$ cat src/rtl/dice_game_param_if.sv
// Dice game bus: roll button in, game results and tallies out.
//   master : drives rb, observes results (testbench / host)
//   slave  : samples rb, drives results (dice_game_param)
//   rb                 roll button level; a rising edge is one request
//   win / lose         registered game outcome, held until restart
//   sum/count1/count2  last captured roll
//   point              point sum, 0 while no point is set
//   win_cnt/lose_cnt   saturating tallies since reset
interface dice_game_param_if #(
    parameter int FACES = 6,
    parameter int CNT_W = 8
);
    localparam int DW = $clog2(FACES + 1);
    localparam int SW = $clog2(2 * FACES + 1);

    logic             rb;
    logic             win;
    logic             lose;
    logic [SW-1:0]    sum;
    logic [DW-1:0]    count1;
    logic [DW-1:0]    count2;
    logic [SW-1:0]    point;
    logic [CNT_W-1:0] win_cnt;
    logic [CNT_W-1:0] lose_cnt;

    modport master (
        output rb,
        input  win, lose, sum, count1, count2, point, win_cnt, lose_cnt
    );

    modport slave (
        input  rb,
        output win, lose, sum, count1, count2, point, win_cnt, lose_cnt
    );
endinterface

$ cat src/rtl/dice_game_param.sv
// Parametrised two-dice game controller.
// Two cascaded free-running counters act as the dice; a rising edge on rb
// captures them, the following cycle evaluates the roll against the
// first-roll or point rules. A rising edge after a finished game restarts
// it while keeping the win/lose tallies.
//   clk    rising-edge clock
//   reset  synchronous active-high reset
//   bus    dice_game_param_if slave modport (rb in, results out)
module dice_game_param #(
    parameter int FACES   = 6,
    parameter int WIN1    = 12,
    parameter int LOSE1   = 2,
    parameter int LOSE_PT = 6,
    parameter int CNT_W   = 8
) (
    input  logic                     clk,
    input  logic                     reset,
    dice_game_param_if.slave         bus
);
    localparam int DW = $clog2(FACES + 1);
    localparam int SW = $clog2(2 * FACES + 1);

    typedef enum logic [2:0] {
        S_FIRST, S_EVAL1, S_POINT, S_EVALP, S_WIN, S_LOSE
    } state_t;

    state_t           state_q, state_d;
    logic             rb_q;
    logic             rb_rise;
    logic [DW-1:0]    die1_q, die1_d, die2_q, die2_d;
    logic [DW-1:0]    count1_q, count1_d, count2_q, count2_d;
    logic [SW-1:0]    sum_q, sum_d, point_q, point_d;
    logic             win_q, win_d, lose_q, lose_d;
    logic [CNT_W-1:0] win_cnt_q, win_cnt_d, lose_cnt_q, lose_cnt_d;

    assign rb_rise = bus.rb & ~rb_q;

    // State register
    always_ff @(posedge clk) begin
        if (reset) state_q <= S_FIRST;
        else       state_q <= state_d;
    end

    // Next-state logic; sums compared as integers so out-of-range
    // parameters can never alias onto a narrow sum.
    always_comb begin
        state_d = state_q;
        case (state_q)
            S_FIRST: if (rb_rise) state_d = S_EVAL1;
            S_EVAL1: begin
                if (int'(sum_q) == WIN1)       state_d = S_WIN;
                else if (int'(sum_q) == LOSE1) state_d = S_LOSE;
                else                           state_d = S_POINT;
            end
            S_POINT: if (rb_rise) state_d = S_EVALP;
            S_EVALP: begin
                // A point match wins even when the point equals LOSE_PT.
                if (sum_q == point_q)            state_d = S_WIN;
                else if (int'(sum_q) == LOSE_PT) state_d = S_LOSE;
                else                             state_d = S_POINT;
            end
            S_WIN, S_LOSE: if (rb_rise) state_d = S_FIRST;
            default: state_d = S_FIRST;
        endcase
    end

    // Output / datapath next-state logic
    always_comb begin
        // die2 steps only on the edge where die1 wraps back to 1
        die1_d     = (die1_q == DW'(FACES)) ? DW'(1) : die1_q + DW'(1);
        die2_d     = die2_q;
        if (die1_q == DW'(FACES))
            die2_d = (die2_q == DW'(FACES)) ? DW'(1) : die2_q + DW'(1);

        count1_d   = count1_q;
        count2_d   = count2_q;
        sum_d      = sum_q;
        point_d    = point_q;
        win_d      = win_q;
        lose_d     = lose_q;
        win_cnt_d  = win_cnt_q;
        lose_cnt_d = lose_cnt_q;

        // Capture uses the pre-increment die values
        if ((state_q == S_FIRST || state_q == S_POINT) && rb_rise) begin
            count1_d = die1_q;
            count2_d = die2_q;
            sum_d    = SW'(die1_q) + SW'(die2_q);
        end

        if (state_q == S_EVAL1 && state_d == S_POINT)
            point_d = sum_q;

        if (state_q != S_WIN && state_d == S_WIN) begin
            win_d     = 1'b1;
            win_cnt_d = (win_cnt_q == '1) ? win_cnt_q : win_cnt_q + CNT_W'(1);
        end
        if (state_q != S_LOSE && state_d == S_LOSE) begin
            lose_d     = 1'b1;
            lose_cnt_d = (lose_cnt_q == '1) ? lose_cnt_q : lose_cnt_q + CNT_W'(1);
        end

        // Restart clears the game but not the tallies; no roll is captured
        if ((state_q == S_WIN || state_q == S_LOSE) && rb_rise) begin
            win_d    = 1'b0;
            lose_d   = 1'b0;
            sum_d    = '0;
            count1_d = '0;
            count2_d = '0;
            point_d  = '0;
        end
    end

    // Datapath registers; rb_q resets high so a held button is not a roll
    always_ff @(posedge clk) begin
        if (reset) begin
            rb_q       <= 1'b1;
            die1_q     <= DW'(1);
            die2_q     <= DW'(1);
            count1_q   <= '0;
            count2_q   <= '0;
            sum_q      <= '0;
            point_q    <= '0;
            win_q      <= 1'b0;
            lose_q     <= 1'b0;
            win_cnt_q  <= '0;
            lose_cnt_q <= '0;
        end else begin
            rb_q       <= bus.rb;
            die1_q     <= die1_d;
            die2_q     <= die2_d;
            count1_q   <= count1_d;
            count2_q   <= count2_d;
            sum_q      <= sum_d;
            point_q    <= point_d;
            win_q      <= win_d;
            lose_q     <= lose_d;
            win_cnt_q  <= win_cnt_d;
            lose_cnt_q <= lose_cnt_d;
        end
    end

    assign bus.win      = win_q;
    assign bus.lose     = lose_q;
    assign bus.sum      = sum_q;
    assign bus.count1   = count1_q;
    assign bus.count2   = count2_q;
    assign bus.point    = point_q;
    assign bus.win_cnt  = win_cnt_q;
    assign bus.lose_cnt = lose_cnt_q;
endmodule

$ cat src/flat_wrapper.sv
// flat-port wrapper written by rule: the top's interface ports become plain ports
module dice_game_param_flat 
#(
    parameter int FACES   = 6,
    parameter int WIN1    = 12,
    parameter int LOSE1   = 2,
    parameter int LOSE_PT = 6,
    parameter int CNT_W   = 8
)
  (clk, reset, bus_rb, bus_win, bus_lose, bus_sum, bus_count1, bus_count2, bus_point, bus_win_cnt, bus_lose_cnt);
  dice_game_param_if #(.FACES(FACES), .CNT_W(CNT_W)) bus_i ();
  input  logic clk;
  input  logic reset;
  input wire logic [$bits(bus_i.rb)-1:0] bus_rb;
  output wire logic [$bits(bus_i.win)-1:0] bus_win;
  output wire logic [$bits(bus_i.lose)-1:0] bus_lose;
  output wire logic [$bits(bus_i.sum)-1:0] bus_sum;
  output wire logic [$bits(bus_i.count1)-1:0] bus_count1;
  output wire logic [$bits(bus_i.count2)-1:0] bus_count2;
  output wire logic [$bits(bus_i.point)-1:0] bus_point;
  output wire logic [$bits(bus_i.win_cnt)-1:0] bus_win_cnt;
  output wire logic [$bits(bus_i.lose_cnt)-1:0] bus_lose_cnt;
  assign bus_i.rb = bus_rb;
  assign bus_win = bus_i.win;
  assign bus_lose = bus_i.lose;
  assign bus_sum = bus_i.sum;
  assign bus_count1 = bus_i.count1;
  assign bus_count2 = bus_i.count2;
  assign bus_point = bus_i.point;
  assign bus_win_cnt = bus_i.win_cnt;
  assign bus_lose_cnt = bus_i.lose_cnt;
  dice_game_param #(.FACES(FACES), .WIN1(WIN1), .LOSE1(LOSE1), .LOSE_PT(LOSE_PT), .CNT_W(CNT_W)) u_core (.clk(clk), .reset(reset), .bus(bus_i));
endmodule
$ cat config.mk
export PLATFORM = sky130hd
export DESIGN_NAME = dice_game_param_flat
export DESIGN_NICKNAME = d
export VERILOG_FILES = /design/src/rtl/dice_game_param_if.sv /design/src/rtl/dice_game_param.sv /design/src/flat_wrapper.sv
export SDC_FILE = /design/constraint.sdc
export NUM_CORES = 1
export LEC_CHECK = 0
export ABC_AREA = 0
export BUFFER_PORTS_ARGS = -buffer_cell sky130_fd_sc_hd__buf_2
export CORE_ASPECT_RATIO = 1.5
export CORE_MARGIN = 4
export CORE_UTILIZATION = 60
export DETAILED_ROUTE_END_ITERATION = 10
export PLACE_DENSITY = 0.89
export RECOVER_POWER = 50
export SLEW_MARGIN = 30
export SYNTH_ARGS = -nofsm -noshare
export SYNTH_HDL_FRONTEND = slang
export SYNTH_SLANG_ARGS = --single-unit
$ cat constraint.sdc
create_clock -name clk -period 3.6 [get_ports clk]
set_clock_uncertainty 0.05 [all_clocks]
set_input_delay 0 -clock clk [delete_from_list [all_inputs] [get_ports clk]]
set_output_delay 0 -clock clk [all_outputs]
set_load 0.005 [all_outputs]
==> impl_metrics.toml <==
[floorplan]
die_x_um = 57.68
initial_utilization = 0.6380
die_h_um = 82.52
placementRows = 26
io_pins = 35
coreArea_sq_um = 3481
die-area_sq_um = 4759

[worst_hold_path]
hold_depth = 2
min_from = "reset"
min_to = "u_core.state_q[2]"
hp-class = "primary input to flop"

[placed_design]
gp_congestion = 0.8181
port_buffers = 34
hpwl_um = 3258

[clocking]
cts_buffers = 5
h-tree-depth = 2
root_buffer = "clkbuf_8"
cts.repair.resized = 0
cts_tree = "built"
cts.reportedPaths.clkPinSlew_ns = 0.07
clk_path_buf_depth = 2
clock_latency_ns = 0.29
clock_sinks = 42

[detailed_routing]
dr_wl_met2_um = 2352
routed_wl_um = 4486
dr.pass1.iters = 4
ant_nets = 0
drt_iter0_drc = 84
drc = 0
vias = 1883
routed-wl-met3_um = 215
met1_length_um = 1825
top_layer = "met4"
vias_per_cell = 5.866
avgRoutedWirePerCell_um = 13.98

[setup_path]
endpoint_kind = "flop"
critical_path.cell_chain = "xor2_1 > nor4_4 > o2111ai_1 > or4_1 > a21oi_1"
r2r-start = "u_core.bus.sum[1]"
r2r-end = "u_core.bus.win_cnt[3]"
required_ns = 3.77
cpPeakStageDelay_ns = 0.59
cpMaxStageDelayCell = "or4_1"
crit_path_start_kind = "flop"
crit_type = "flop to flop"
worst-r2r-cell-count = 5
critPathMaxFanout = 11
reg2reg_slack_ns = 1.21
cp.arrival_ns = 2.56

[layout]
nFillCells = 301
nNetsFinal = 291
most-common-layout-cells = "42 x dfxtp_1, 27 x nor2_1, 21 x nand2_1"
area_delta_synth_final_pct = 11.16
layout_commonest_cell = "dfxtp_1"
antenna_cells = 0
layout-drive-gt1-share = 0.1326

[yosys]
ys_ff_latch = 42
syn_avg_cell_area_sq_um = 8.848
ys_seq_area_frac = 0.3786
synth_top_area_cell = "dfxtp_1"
synth_top_area_share = 0.3786
syn-num-nets = 262
synth_enable_flop_cells = 0
synth.distinct_cells = 52
synth_cells = 251
yosys-top-cells-area = "dfxtp_1 38%, mux2_1 4.6%, nor2_1 4.6%"
yosys_warnings = 0
synthArstFlopShare = 0
syn_area_sq_um = 2221
ys.flop_type = "dfxtp_1"

[timing]
fmax_ghz = 0.4179
setup_viol = 0
fin_tns_setup_ns = 0
period_share = 0.6647
tightest_slew_ns = 0.8469
whs_ns = 0.1648
rsz0062_at_grt = "false"
drv_slew = 0
min_period_ns = 2.393
hold_viol_final = 0
slew_headroom = 0.4342

[pwr]
p_leak_nw = 0.9726
p_total_mw = 0.8649
power.share.clock = 0.344
combPwrFrac = 0.089
p_seq_frac = 0.567
power.density_nw_per_um2 = 350.4
peakVddDrop_v = 0.0002713
net-switching-power_mw = 0.2095
swShare = 0.2422
p_int_mw = 0.6554

[status]
status = "completed"

[job]
drv_cap = 0

[global_route]
grt_pass1_vias = 1757
antenna_found_initial = 0
grt_max_degree = 38
grt_overflow = 0
grt_pass1_wl_um = 7755
track_usage = 0.2074
## kinds of logic (layout without fill, tap and decap cells)
| logic type | count (synthesis) | in the layout | share of synthesized area |
|---|---|---|---|
| AOI/OAI and AO/OA | 39 | 39 | 0.1172 |
| xor gates and xnor gates | 6 | 6 | 0.02366 |
| adders and majority gates | 8 | 8 | 0.04845 |
| buffers and inverters | 27 | 55 | 0.05126 |
| DFF | 42 | 42 | 0.3786 |
| muxes | 15 | 15 | 0.07268 |
| and+or+nand+nor | 114 | 114 | 0.3082 |
## critical path, delay by kind of cell (launching register included)
family | cells | cell delay (ns)
xor+xnor | 1 | 0.16
simple gates | 2 | 1.04
compound gates | 2 | 0.59
flops | 1 | 0.49
## registers in the layout (all words and copies together), names as in the netlist, 3 cells and up
signal               cells
u_core.bus.count1        3
u_core.bus.count2        3
u_core.bus.lose_cnt      8
u_core.bus.point         4
u_core.bus.sum           4
u_core.bus.win_cnt       8
u_core.die1_q            3
u_core.die2_q            3
u_core.state_q           3
## cell type report
class / instances / area, sq um / area share
flip-flops and latches: 42 / 840.8 / 0.3406
multi-input cells: 182 / 1272 / 0.5155
inverters: 12 / 45.04 / 0.01825
repair buffers: 37 / 175.2 / 0.07096
well taps: 42 / 52.55 / 0.02129
clock buffers: 6 / 82.58 / 0.03345
## metal layers
metal | GRT usage | up-vias
met3 | 0.04199 | 11
met2 | 0.3756 | 42
met5 | 0 | -
li1 | - | 931
met4 | 0.09513 | 0
met1 | 0.2300 | 899
## through the flow
step                      cell area (sq um)  setup slack, ns  utilization  instances
final                                  2469            1.207       0.7092        321
after global routing                   2469            1.048       0.7092        321
after CTS                              2481            1.179       0.7128        320
after detailed placement               2389            1.190       0.6862        313
after global placement                 2389            1.249       0.6862        313
after floorplan                        2221            1.581            -        251
## what timing repair did
| item | CTS | global route |
|---|---|---|
| hold buffers | 1 | 0 |
| setup endpoints to repair | 0 | 0 |
| hold endpoints to repair | 1 | 0 |
| buffers inserted | 0 | 0 |
## how the worst max path moves through the flow
stage	start	to
finish	u_core.bus.sum[1]	u_core.bus.win_cnt[3]
global route	u_core.bus.sum[0]	u_core.bus.win_cnt[3]
CTS	u_core.bus.sum[1]	u_core.bus.lose_cnt[0]
detailed placement	u_core.state_q[1]	u_core.bus.lose_cnt[0]
global placement	u_core.bus.sum[2]	u_core.bus.lose_cnt[0]
floorplan	u_core.state_q[0]	u_core.bus.lose_cnt[2]
## power by group through the flow
| stage | sequential, mW | clock, mW | combinational [mW] |
|---|---|---|---|
| 6_report | 0.491 | 0.297 | 0.0771 |
| 3_5_place_dp | 0.501 | 0 | 0.0768 |
| 4_1_cts | 0.490 | 0.303 | 0.0781 |
| 5_1_grt | 0.493 | 0.322 | 0.0868 |
| 2_1_floorplan | 0.495 | 0 | 0.0634 |
| 3_3_place_gp | 0.500 | 0 | 0.0741 |
## cells in the mapped netlist, drive strengths merged (2+ instances only)
cell    count
dfxtp      42
nor2       27
nand2      21
a21oi      18
inv        12
buf        11
nor2b      10
mux2        9
nor4        8
ha          7
mux2i       6
a211oi      5
and3        5
nand3       5
or3         5
and2        4
clkbuf      4
nand2b      4
nor3        4
o21ai       4
xor2        4
nand4       3
nor3b       3
nor4b       3
or3b        3
nand3b      2
o31ai       2
or4         2
xnor2       2
(Power assumes the default switching activity.)
